===== config.mk =====
export PLATFORM = sky130hd
export DESIGN_NAME = uart_tx_fifo_flat
export DESIGN_NICKNAME = d
export VERILOG_FILES = /design/src/rtl/uart_pkg.sv /design/src/rtl/uart_tx_fifo_if.sv /design/src/rtl/fifo_mem.sv /design/src/rtl/uart_tx_fifo.sv /design/src/flat_wrapper.sv
export SDC_FILE = /design/constraint.sdc
export NUM_CORES = 1
export LEC_CHECK = 0
export ABC_AREA = 1
export CAP_MARGIN = 0
export CORE_MARGIN = 2
export CORE_UTILIZATION = 60
export CTS_BUF_LIST = sky130_fd_sc_hd__clkbuf_2
export DETAILED_ROUTE_END_ITERATION = 10
export DONT_BUFFER_PORTS = 1
export HOLD_SLACK_MARGIN = 0.02
export PLACE_DENSITY = 0.76
export SYNTH_ARGS = -nofsm -noshare
export SYNTH_HDL_FRONTEND = slang
export SYNTH_SLANG_ARGS = --single-unit

===== constraint.sdc =====
create_clock -name clk -period 4.3 [get_ports clk]
set_clock_uncertainty 0.15 [all_clocks]
set_input_delay 0.86 -clock clk [delete_from_list [all_inputs] [get_ports clk]]
set_output_delay 0.86 -clock clk [all_outputs]
set_load 0.01 [all_outputs]

===== src/rtl/uart_pkg.sv =====
// Shared constants and FSM encoding for the UART transmit FIFO slice.
package uart_pkg;

  localparam int UART_NB_DATA = 8;
  localparam int UART_DEPTH   = 16;

  typedef enum logic [1:0] {
    ST_IDLE      = 2'd0,
    ST_SEND      = 2'd1,
    ST_WAIT_DONE = 2'd2
  } tx_state_e;

endpackage


===== src/rtl/uart_tx_fifo_if.sv =====
// Signal bundle between the debug-side writer, the FIFO and the UART transmitter.
interface uart_tx_fifo_if
  import uart_pkg::*;
#(
  parameter int NB_DATA = UART_NB_DATA,
  parameter int NB_ADDR = 4
) ();

  // i_push is a one-cycle write strobe with no back-pressure (dropped when full);
  // o_tx_start/i_tx_done are one-cycle pulses with at most one byte outstanding.
  logic [NB_DATA-1:0] i_data;
  logic               i_push;
  logic               i_tx_done;
  logic               o_full;
  logic               o_empty;
  logic [NB_ADDR:0]   o_count;
  logic               o_overflow;
  logic               o_tx_start;
  logic [NB_DATA-1:0] o_tx_data;
  logic               o_busy;
  tx_state_e          o_state;

  modport slave (
    input  i_data, i_push, i_tx_done,
    output o_full, o_empty, o_count, o_overflow, o_tx_start, o_tx_data, o_busy, o_state
  );

  modport master (
    output i_data, i_push, i_tx_done,
    input  o_full, o_empty, o_count, o_overflow, o_tx_start, o_tx_data, o_busy, o_state
  );

endinterface


===== src/rtl/fifo_mem.sv =====
// Register-array storage: one synchronous write port, one asynchronous read port.
module fifo_mem #(
  parameter int NB_DATA = 8,
  parameter int DEPTH   = 16,
  parameter int NB_ADDR = 4
) (
  input  logic               clk,
  input  logic               we,
  input  logic [NB_ADDR-1:0] waddr,
  input  logic [NB_DATA-1:0] wdata,
  input  logic [NB_ADDR-1:0] raddr,
  output logic [NB_DATA-1:0] rdata
);

  logic [NB_DATA-1:0] mem [DEPTH];

  always_ff @(posedge clk) begin
    if (we) mem[waddr] <= wdata;
  end

  assign rdata = mem[raddr];

endmodule


===== src/rtl/uart_tx_fifo.sv =====
// Byte FIFO that feeds a UART transmitter one byte at a time via start/done pulses.
module uart_tx_fifo
  import uart_pkg::*;
#(
  parameter int NB_DATA = UART_NB_DATA,
  parameter int DEPTH   = UART_DEPTH,
  parameter int NB_ADDR = 4
) (
  input  logic            clk,
  input  logic            i_rst,
  uart_tx_fifo_if.slave   bus
);

  localparam logic [NB_ADDR:0]   FULL_CNT = (NB_ADDR+1)'(DEPTH);
  localparam logic [NB_ADDR-1:0] PTR_ONE  = NB_ADDR'(1);

  tx_state_e          state, state_next;
  logic [NB_ADDR:0]   count, count_next;
  logic [NB_ADDR-1:0] wr_ptr, rd_ptr;
  logic [NB_DATA-1:0] head, data_q, data_next;
  logic               push_ok, pop, start_q, start_next;
  logic               full_q, empty_q, ovf_q, busy_q;

  fifo_mem #(
    .NB_DATA (NB_DATA),
    .DEPTH   (DEPTH),
    .NB_ADDR (NB_ADDR)
  ) u_mem (
    .clk   (clk),
    .we    (push_ok && !i_rst),
    .waddr (wr_ptr),
    .wdata (bus.i_data),
    .raddr (rd_ptr),
    .rdata (head)
  );

  // Pop decision uses the registered count, so a byte written this cycle is never popped this cycle.
  assign push_ok = bus.i_push && (count != FULL_CNT);

  always_comb begin
    state_next = state;
    start_next = 1'b0;
    data_next  = data_q;
    pop        = 1'b0;
    unique case (state)
      ST_IDLE: begin
        if (count != '0) begin
          pop        = 1'b1;
          start_next = 1'b1;
          data_next  = head;
          state_next = ST_SEND;
        end
      end
      ST_SEND:      state_next = ST_WAIT_DONE;
      ST_WAIT_DONE: if (bus.i_tx_done) state_next = ST_IDLE;
      default:      state_next = ST_IDLE;
    endcase
  end

  always_comb begin
    count_next = count + {{NB_ADDR{1'b0}}, push_ok} - {{NB_ADDR{1'b0}}, pop};
  end

  always_ff @(posedge clk) begin
    if (i_rst) begin
      state   <= ST_IDLE;
      wr_ptr  <= '0;
      rd_ptr  <= '0;
      count   <= '0;
      start_q <= 1'b0;
      data_q  <= '0;
      full_q  <= 1'b0;
      empty_q <= 1'b1;
      ovf_q   <= 1'b0;
      busy_q  <= 1'b0;
    end else begin
      state   <= state_next;
      count   <= count_next;
      start_q <= start_next;
      data_q  <= data_next;
      if (push_ok) wr_ptr <= wr_ptr + PTR_ONE;
      if (pop)     rd_ptr <= rd_ptr + PTR_ONE;
      if (bus.i_push && !push_ok) ovf_q <= 1'b1;
      full_q  <= (count_next == FULL_CNT);
      empty_q <= (count_next == '0);
      busy_q  <= (state_next != ST_IDLE) || (count_next != '0);
    end
  end

  assign bus.o_full     = full_q;
  assign bus.o_empty    = empty_q;
  assign bus.o_count    = count;
  assign bus.o_overflow = ovf_q;
  assign bus.o_tx_start = start_q;
  assign bus.o_tx_data  = data_q;
  assign bus.o_busy     = busy_q;
  assign bus.o_state    = state;

endmodule


===== src/flat_wrapper.sv =====
// flat-port wrapper written by rule: the top's interface ports become plain ports
module uart_tx_fifo_flat import uart_pkg::*;
#(
  parameter int NB_DATA = UART_NB_DATA,
  parameter int DEPTH   = UART_DEPTH,
  parameter int NB_ADDR = 4
)
  (clk, i_rst, bus_i_data, bus_i_push, bus_i_tx_done, bus_o_full, bus_o_empty, bus_o_count, bus_o_overflow, bus_o_tx_start, bus_o_tx_data, bus_o_busy, bus_o_state);
  uart_tx_fifo_if #(.NB_DATA(NB_DATA), .NB_ADDR(NB_ADDR)) bus_i ();
  input  logic clk;
  input  logic i_rst;
  input wire logic [$bits(bus_i.i_data)-1:0] bus_i_data;
  input wire logic [$bits(bus_i.i_push)-1:0] bus_i_push;
  input wire logic [$bits(bus_i.i_tx_done)-1:0] bus_i_tx_done;
  output wire logic [$bits(bus_i.o_full)-1:0] bus_o_full;
  output wire logic [$bits(bus_i.o_empty)-1:0] bus_o_empty;
  output wire logic [$bits(bus_i.o_count)-1:0] bus_o_count;
  output wire logic [$bits(bus_i.o_overflow)-1:0] bus_o_overflow;
  output wire logic [$bits(bus_i.o_tx_start)-1:0] bus_o_tx_start;
  output wire logic [$bits(bus_i.o_tx_data)-1:0] bus_o_tx_data;
  output wire logic [$bits(bus_i.o_busy)-1:0] bus_o_busy;
  output wire logic [$bits(bus_i.o_state)-1:0] bus_o_state;
  assign bus_i.i_data = bus_i_data;
  assign bus_i.i_push = bus_i_push;
  assign bus_i.i_tx_done = bus_i_tx_done;
  assign bus_o_full = bus_i.o_full;
  assign bus_o_empty = bus_i.o_empty;
  assign bus_o_count = bus_i.o_count;
  assign bus_o_overflow = bus_i.o_overflow;
  assign bus_o_tx_start = bus_i.o_tx_start;
  assign bus_o_tx_data = bus_i.o_tx_data;
  assign bus_o_busy = bus_i.o_busy;
  assign bus_o_state = bus_i.o_state;
  uart_tx_fifo #(.NB_DATA(NB_DATA), .DEPTH(DEPTH), .NB_ADDR(NB_ADDR)) u_core (.clk(clk), .i_rst(i_rst), .bus(bus_i));
endmodule

; ---- After elaboration in Yosys (flattened, before gate mapping)
; Memories as Yosys holds them, arrays and structs flattened. A register that Yosys moved wholly into a read port is not among the register bits.
; Index checks and enable logic that the tools add are counted.
[word_totals]
register_bits = 20
ram_bits = 128
inputBits = 12
output_inout_bits = 20
elab_cells = 37
mem_count = 1
[op_classes]
n_addsub = 4
eq_ne = 4
n_mux = 7
n_reduce_logical = 12
[mem_list]
columns = memory, depth, width, rd, rd_clocked_by_memory_dff, write_ports, line
row1 = u_core.u_mem.mem, 16, 8, 1, 1, 1, fifo_mem.sv:15  ; logic [NB_DATA-1:0] mem [DEPTH];
[op_table]
columns = cell, n
row1 = $reduce_bool 5->1, 2
row2 = $add 4x1->4 const B, 2
row3 = $pmux 2 s3, 1
row4 = $add 5x1->5, 1
row5 = $eq 5x5->1 const B, 1
row6 = $logic_not 5->1, 1
row7 = $ne 5x5->1 const B, 1
row8 = $sub 5x1->5, 1
row9 = $mux 1, 4
row10 = $mux 2, 2
row11 = $logic_and 1x1->1, 3
row12 = $eq 2x1->1 const B, 1
row13 = $eq 2x2->1 const B, 1
row14 = $logic_not 1->1, 2
row15 = $logic_not 2->1, 1
row16 = $reduce_and 2->1, 1
row17 = $reduce_bool 2->1, 1
row18 = $logic_or 1x1->1, 1

; ---- Depth between registers and ports, before layout
[logic_depth]
word_depth = 6
mapped_depth = 16
mapped_depth_nobuf = 15

; ---- Modules after synthesis
; From an unflattened synthesis, not the netlist that was laid out.
[hier_totals]
cells_unflattened = 708
hier_area_um2 = 6972.9
[by_module_without_submodules]
columns = module, n_inst, cells_each, area_per_inst_um2, seq_area_each_um2
row1 = fifo_mem, 1, 543, 5606.6, 3843.7
row2 = uart_tx_fifo, 1, 165, 1366.3, 560.5

; ---- Least setup slack after synthesis
; OpenSTA, ideal clock, no wires.
[synth_timing]
path_kind = flip-flop to flip-flop
from = reg u_core.count[3] (netlist: u_core.bus.o_count[3])
to = reg u_core.busy_q (netlist: u_core.bus.o_busy)
setup_ns = 0.122
t_arrival_ns = 2.380
required_ns = 4.028
slack_ns = 1.647
path_stages_with_launch = 16
period_less_slack_ns = 2.653
cell_sequence = dfxtp_1 -> inv_1 -> ha_1 -> nand4_1 -> nand2_2 -> inv_2 -> buf_2 -> ha_1 -> inv_1 -> ha_1 -> fa_1 -> xor2_1 -> nor3_1 -> nand2_1 -> nand2_1 -> nand3b_1
[synth_via]
elab_chain_cells = 6
elab_cells_between_ends = 12
cone_classes = add/sub: 2 / eq/ne: 1 / mux: 4 / reduce/logical: 5
[synth_lines]
columns = item, line
row1 = "start, declared", uart_tx_fifo.sv:18  ; logic [NB_ADDR:0] count, count_next;
row2 = "start signal, assigned", uart_tx_fifo.sv:78  ; count <= count_next;
row3 = $reduce_bool 5->1, uart_tx_fifo.sv:47  ; if (count != '0) begin
row4 = $mux 1, uart_tx_fifo.sv:47
row5 = $mux 1, n/a
row6 = net u_core.pop, uart_tx_fifo.sv:21  ; logic push_ok, pop, start_q, start_next;
row7 = $sub 5x1->5, uart_tx_fifo.sv:61  ; count_next = count + {{NB_ADDR{1'b0}}, push_ok} - {{NB_ADDR{1'b0}}, pop};
row8 = $reduce_bool 5->1, uart_tx_fifo.sv:86  ; busy_q <= (state_next != ST_IDLE) || (count_next != '0);
row9 = $logic_or 1x1->1, uart_tx_fifo.sv:86
row10 = "end signal, assigned", uart_tx_fifo.sv:86
row11 = "end, declared", uart_tx_fifo.sv:22  ; logic full_q, empty_q, ovf_q, busy_q;
; The timed path passes the listed nets, and every way through them passes these cells.
; A chain may end at the register's enable or synchronous reset.

; ---- Final worst setup path
[layout_timing]
from = reg u_core.count[2] (netlist: u_core.bus.o_count[2])
to = reg u_core.busy_q (netlist: u_core.bus.o_busy)
[layout_via]
elab_chain_cells = 6
elab_cells_between_ends = 12
cone_classes = add/sub: 2 / eq/ne: 1 / mux: 4 / reduce/logical: 5
[layout_lines]
columns = item, line
row1 = $ne 5x5->1 / $reduce_bool 5->1 (equally long branches), "uart_tx_fifo.sv:38, uart_tx_fifo.sv:47"
row2 = $logic_and 1x1->1 / $mux 1 (equally long branches), "uart_tx_fifo.sv:38, uart_tx_fifo.sv:47"
row3 = $add 5x1->5 / $mux 1 (equally long branches), n/a
row4 = $sub 5x1->5 *, uart_tx_fifo.sv:61
row5 = net u_core.count_next[1], uart_tx_fifo.sv:18
row6 = $reduce_bool 5->1 *, uart_tx_fifo.sv:86
row7 = $logic_or 1x1->1 *, uart_tx_fifo.sv:86
; The timed path passes the listed nets; every way through them passes the cells marked *.

==> flow_metrics.tcl <==
set metrics [dict create \
    internal_power_uw 2450 \
    ys_seq_area_share_pct 65.4 \
    critical_path_class "register to register" \
    wl_per_cell_microns 17.0 \
    r2r_setup_slack_ps 1300 \
    crit_chain "inv_1, ha_1, nand4_1, nand2_2, inv_2, ha_1, inv_1, ha_1, fa_1, nor3_1, nand2_1, nand2_1, nand3b_1" \
    grt_usage_pct 25.3 \
    worst_pin_slew_ps 1140 \
    cts_made_buffers 17 \
    place_congestion 0.898 \
    worstReg2RegEnd "u_core.bus.o_busy$_SDFF_PP0_" \
    crit_family "adder cells" \
    area_growth_pct 5.58 \
    cp_max_fo 20 \
    setup_viol 0 \
    synthArstFlopShare_pct 0 \
    ioPinCount 32 \
    viasPerCell 5.43 \
    slew_headroom_pct 23.9 \
    synth_top_family_by_area "simple AND/OR/NAND/NOR gates" \
    power_switching_uw 1480 \
    min_to "u_core.bus.o_tx_data[7]$_SDFFE_PP0P_" \
    die-area_sq_mm 0.0121 \
    synth_nets 705 \
    routed_wirelength_microns 14200 \
    hold_depth 3 \
    power_density_mw_per_mm2 554 \
    worst_setup_path_end_kind "register" \
    first_global_vias 4263 \
    avgSynthCellArea_sq_um 9.88 \
    numPortBuffers 0 \
    cap_violations 0 \
    initial_core_util_pct 61.8 \
    antenna_found_initial 0 \
    dp_hpwl_microns 8730 \
    rr_worst_depth 13 \
    detail-route-antenna-nets 0 \
    finalHoldViolCount 0 \
    comb_power_share_pct 31.7 \
    clock_latency_ps 730 \
    cp_common_cell "ha_1" \
    syn-instance-count 681 \
    drt_pre_antenna_iters 6 \
    clock_power_share_pct 21.2 \
    yosys_register_bits 156 \
    post_cts_buffers 0 \
    cts_tree "done" \
    synth_cell_types 23 \
    die_x_microns 110 \
    total_leakage_power_uw 0.00299 \
    synth_xor_area_share_pct 0.781 \
    rows 38 \
    grt_pass1_wl_microns 22000 \
    vias 4533 \
    rsz0062_at_grt "no" \
    clockBufferDepth 2 \
    status "finished, final reports clean" \
    drive_gt1_share_pct 6.34 \
    period_share_pct 69.8 \
    synthAdderAreaFrac_pct 2.34 \
    drt_iter0_markers 475 \
    cp_num_buf_inv 3 \
    cts_num_sinks 156 \
    grt_max_degree 67 \
    max_stage_delay_ps 470 \
    core_area_sq_mm 0.0109 \
    synth_compound_area_share_pct 1.45 \
    syn-cell-area_sq_mm 0.00673 \
    switching_share_pct 37.7 \
    synth_simple_gate_area_share_pct 22.2 \
    clkTransAtPathRegs_ps 210 \
    timing.hold.ws_ps 103 \
    synth_edf_count 128 \
    crit_arrival_ps 3490 \
    p_seq_share_pct 47.1 \
    start_kind "register" \
    ys.flop_type "edfxtp_1" \
    htreeDepth 4 \
    slowest_stage "dfxtp_1" \
    drv_slew 0 \
    yosysWarnings 0 \
    die_y_microns 110 \
    drcViolationCount 0 \
    fin_nets 705 \
    fmax_ghz 0.333 \
    max-vdd-ir-drop_v 0.000506 \
    muxShareOfSynthArea_pct 0 \
    crit_required_ps 4790 \
    gr-total-overflow 0 \
    root_buffer "clkbuf_2" \
    hp-start "i_rst" \
    period_minus_slack_ps 3000 \
    tns_ps 0 \
    regToRegStartpoint "u_core.bus.o_count[2]$_SDFF_PP0_" \
    hold_path_class "primary input to register" \
]
## worst register-to-register path: cells and delay by family, from the launching register on
family,cells,cell delay (ps)
adder cells (fa/ha/maj),4,1120
buffers and inverters,3,440
flip-flops,1,470
AND/OR/NAND/NOR,6,750
## worst max path at each step
stage / from / to / slack, ps / depth (start not counted)
2_1_floorplan: u_core.bus.o_count[3]$_SDFF_PP0_ / u_core.bus.o_busy$_SDFF_PP0_ / 1650 / 15
6_report: u_core.bus.o_count[2]$_SDFF_PP0_ / u_core.bus.o_busy$_SDFF_PP0_ / 1300 / 13
3_3_place_gp: u_core.bus.o_count[3]$_SDFF_PP0_ / u_core.bus.o_busy$_SDFF_PP0_ / 1460 / 13
4_1_cts: u_core.bus.o_count[2]$_SDFF_PP0_ / u_core.bus.o_busy$_SDFF_PP0_ / 1330 / 13
5_1_grt: u_core.bus.o_count[2]$_SDFF_PP0_ / u_core.bus.o_busy$_SDFF_PP0_ / 1100 / 13
3_5_place_dp: u_core.bus.o_count[2]$_SDFF_PP0_ / u_core.bus.o_busy$_SDFF_PP0_ / 1360 / 13
## what timing repair did
| action | in CTS | in global routing |
|---|---|---|
| endpoints found under the setup margin | 0 | 0 |
| hold buffers | 9 | 0 |
| resized for setup | 0 | 0 |
| endpoints found under the hold margin | 139 | 0 |
## sequential cells by signal (all words and copies together), names as in the netlist
| name | flops |
|---|---|
| u_core.u_mem.mem | 128 |
| u_core.bus.o_tx_data | 8 |
| u_core.bus.o_count | 5 |
| u_core.rd_ptr | 4 |
| u_core.wr_ptr | 4 |
| u_core.bus.o_state | 2 |
| u_core.bus.o_busy | 1 |
| u_core.bus.o_empty | 1 |
| u_core.bus.o_full | 1 |
| u_core.bus.o_overflow | 1 |
| u_core.bus.o_tx_start | 1 |
## cell usage in the layout (no fill, tap or decap), types with 2 or more instances in the layout
| master | netlist | layout |
|---|---|---|
| clkinv_2 | 0 | 4 |
| a21oi_1 | 12 | 12 |
| nand2_1 | 216 | 216 |
| xor2_1 | 6 | 6 |
| nand4_1 | 2 | 2 |
| inv_6 | 0 | 3 |
| clkbuf_2 | 0 | 17 |
| edfxtp_1 | 128 | 128 |
| nor2_1 | 43 | 43 |
| inv_2 | 9 | 9 |
| o21ai_0 | 5 | 5 |
| nand3_1 | 98 | 98 |
| buf_4 | 6 | 2 |
| dfxtp_1 | 28 | 27 |
| clkinvlp_4 | 0 | 3 |
| inv_1 | 87 | 87 |
| bufinv_16 | 0 | 3 |
| ha_1 | 11 | 11 |
| dlygate4sd3_1 | 0 | 9 |
## layer usage
metal	vias to the layer above	track usage (%)	part of all wire, %
met2	214	38.1	47
met3	40	6.58	8.7
li1	2198	-	-
met5	-	0	0
met4	0	13.0	3.4
met1	2081	34.0	41
## metrics by stage
stage                     util [%]  cells  power (uW)  setup slack (ps)  area [sq um]
after floorplan                  -    681        2840              1650          6730
after global placement        62.1    793        3050              1460          6760
after detailed placement      62.1    793        3090              1360          6760
after CTS                     65.2    834        3950              1330          7100
after global routing          65.2    834        4160              1100          7100
final                         65.3    835        3930              1300          7110
## power by group through the flow
| stage | sequential (uW) | combinational, uW | clock (uW) |
|---|---|---|---|
| floorplan | 1860 | 982 | 0 |
| global placement | 1890 | 1160 | 0 |
| detailed placement | 1890 | 1200 | 0 |
| CTS | 1850 | 1240 | 854 |
| global route | 1870 | 1400 | 901 |
| finish | 1850 | 1250 | 836 |
## synth_stat cells (2+ instances only)
library cell  count  area, sq um
buf_4             6         45.0
nand4_1           2         12.5
buf_2            18         90.1
xor2_1            6         52.6
inv_1            87          327
o21ai_0           5         25.0
nand2_1         216          811
dfxtp_1          28          561
edfxtp_1        128         3840
a21oi_1          12         60.1
clkbuf_1          4         15.0
ha_1             11          138
nor2_1           43          161
nand3_1          98          490
inv_2             9         33.8
## final cells by class
class                   instances  area [sq um]
flip-flops and latches        156          4410
fillers                       846          3780
multi-input cells             399          1800
inverters                      96           360
well taps                     140           175
clock inverters                15           171
repair buffers                 11           105
clock buffers                  17          85.1
diodes                          1          2.50
## kinds of logic after synthesis
logic type	count (synthesis)
adders and majority gates	12
xor gates and xnor gates	6
buffers and inverters	126
and+or+nand+nor	362
AOI/OAI and AO/OA	19
DFF	156
No activity file was read; power rests on OpenSTA's default activity.
==> RTL change (same settings) <==
Change the package constant `UART_NB_DATA` from 8 to 12.
--- a/src/rtl/uart_pkg.sv
+++ b/src/rtl/uart_pkg.sv
@@ -2,5 +2,5 @@
 package uart_pkg;
 
-  localparam int UART_NB_DATA = 8;
+  localparam int UART_NB_DATA = 12;
   localparam int UART_DEPTH   = 16;
 
Interface: changed (resized bus_i_data and bus_o_tx_data); port bits go from 32 to 40. No check against the original RTL was run, so the function may have changed too.
==> RTL change against the original RTL <==
- synthesized area grew 42%
- global-route usage grew 1.5 points
- total power grew 46%
- clock power grew 78%
- sequential cell count grew 68
- routed wire length grew 54%
- setup slack lost 0.13 ns
- sequential share of layout area shrank 0.40 points
- synthesized cell count grew 40%
- via count grew 47%
- cell area grew 46%
- critical endpoint unchanged
- largest cell class unchanged
- largest power group unchanged
==> RTL change: results (changes against the original RTL) <==
- Nets in the synthesized netlist: 980 (+39%)
- Reg-to-Reg End: u_core.bus.o_busy$_SDFF_PP0_
- Commonest cells post-synth: 316 x nand2_1, 192 x edfxtp_1, 142 x nand3_1, 130 x inv_1, 51 x nor2_1
- Detailed Routing Iterations Pass 1: 7 (+1)
- Initial antenna violation count: 2 (+2)
- Clock transition at the registers of the reported paths: 0.11 ns (-0.10 ns)
- Clock insertion delay at the later pin of the skew report: 0.84 ns (+0.11 ns)
- Maximum count of clock buffers along a single path: 3 (+1)
- Crit-path max cell delay: 0.45 ns (-0.02 ns)
- Pin count of the biggest net entering global routing: 99 (+48%)
- Vias in the first global route: 6,350 (+49%)
- Final net count: 1,020 (+45%)
- Aggregate routed wire length: 21.8 mm (+54%)
- Worst reg-to-reg setup slack: 1.17 ns (-0.13 ns)
- DP HPWL: 12.4 mm (+42%)
- Length of routed met2 wiring: 10.4 mm (+56%)
- Net switching power: 2120 uW (+43%)
- Met3 routed WL: 1.94 mm (+58%)
- Leakage power: 0.00452 uW (+51%)
- Drt first-iter violations: 736 (+55%)
- Count of distinct cell types in the synthesized netlist: 24 (+4.3%)
- Wire length of the first global-routing pass: 33.8 mm (+54%)
- Endpoint, Worst Hold: u_core.bus.o_busy$_SDFF_PP0_
- Global-route usage over all layers: 26.8% (+1.5 points)
- Synth top area cells: edfxtp_1 60%, nand2_1 12%, nand3_1 7.4%
- Combinational power share: 28.0% (-3.7 points)
- Hold-fix buffers, CTS: 13 (+4)
- Sequential element share of the synthesized area: 66.8% (+1.4 points)
- CTS buffer count: 54 (+37)
- Worst-path maximum fanout: 28 (+40%)
- Detail-routed via count per cell: 5.31 (-2.2%)
- Buffers added on ports: 0 (unchanged)
- Slowest stage cell, crit path: fa_1
- Share of cells above drive strength 1: 10.9% (+4.6 points)
- Number of flip-flops in the largest register: 192 (+50%)
- Part of the power in the clock network: 25.9% (+4.7 points)
- Maximum vdd drop: 0.000324 V (-36%)
- R2r worst-path depth: 13 (unchanged)
- Slew of the pin with the lowest slew margin: 1.24 ns (+0.0936 ns)
- Number of synthesized flops with an enable pin: 192 (+50%)
- Cells on Worst Hold Path: 2 (-1)
- Routability cong.: 0.866 (-3.5%)
- Run status: finished, final reports clean
- Top routing layer in use: met4
- Comb power: 1620 uW (+30%)
- Met1 Routed Length: 8.87 mm (+54%)
- Reg with most FFs: u_core.u_mem.mem
- CTS H-Tree Depth: 2 (-2)
RTL change: changes by cell type after synthesis, moves of 2 or more:
cell	before	now
edfxtp_1	128	192
inv_1	87	130
buf_4	6	8
buf_6	1	4
nand2_1	216	316
nor2_1	43	51
clkbuf_1	4	10
dfxtp_1	28	32
inv_2	9	1
buf_2	18	20
nand3_1	98	142
RTL change: area by class of cell:
type / instances / area share (%)
diodes: 2 / 0.0481
multi-input cells: 551 / 23.3
repair buffers: 29 / 2.40
flip-flops and latches: 224 / 61.6
well taps: 216 / 2.60
clock inverters: 15 / 1.13
clock buffers: 86 / 4.13
inverters: 132 / 4.78
RTL change: cells by family after synthesis:
family / after synthesis / share of synthesized area, %
XOR/XNOR: 6 / 0.548
AND/OR/NAND/NOR: 514 / 22.1
flip-flops: 224 / 66.8
adder cells (fa/ha/maj): 12 / 1.64
AO/OA/AOI/OAI: 19 / 1.02
buffers and inverters: 177 / 7.86
RTL change: per-stage QoR:
stage | utilization, % | std cells | worst slack [ns] | hold slack, ns | instance area (um^2)
2_1_floorplan | - | 952 | 1.55 | 0.322 | 9590
3_3_place_gp | 61.7 | 1139 | 1.23 | 0.351 | 9730
3_5_place_dp | 61.7 | 1139 | 1.18 | 0.354 | 9730
4_1_cts | 66.0 | 1253 | 1.15 | 0.0819 | 10400
5_1_grt | 66.0 | 1255 | 0.923 | 0.113 | 10400
6_report | 66.0 | 1255 | 1.17 | 0.132 | 10400
RTL change: worst max-delay path: cells and delay by family, from the launching register on:
family / cells / cell delay, ns
adder cells (fa/ha/maj): 4 / 1.18
AND/OR/NAND/NOR: 6 / 0.71
flip-flops: 1 / 0.42
buffers and inverters: 3 / 0.55
RTL change: per-layer routing:
metal  vias up  GRT usage, %
met2       299          43.4
li1       3200             -
met3        46          5.62
met1      3120          35.4
met5         -             0
met4         0          12.3
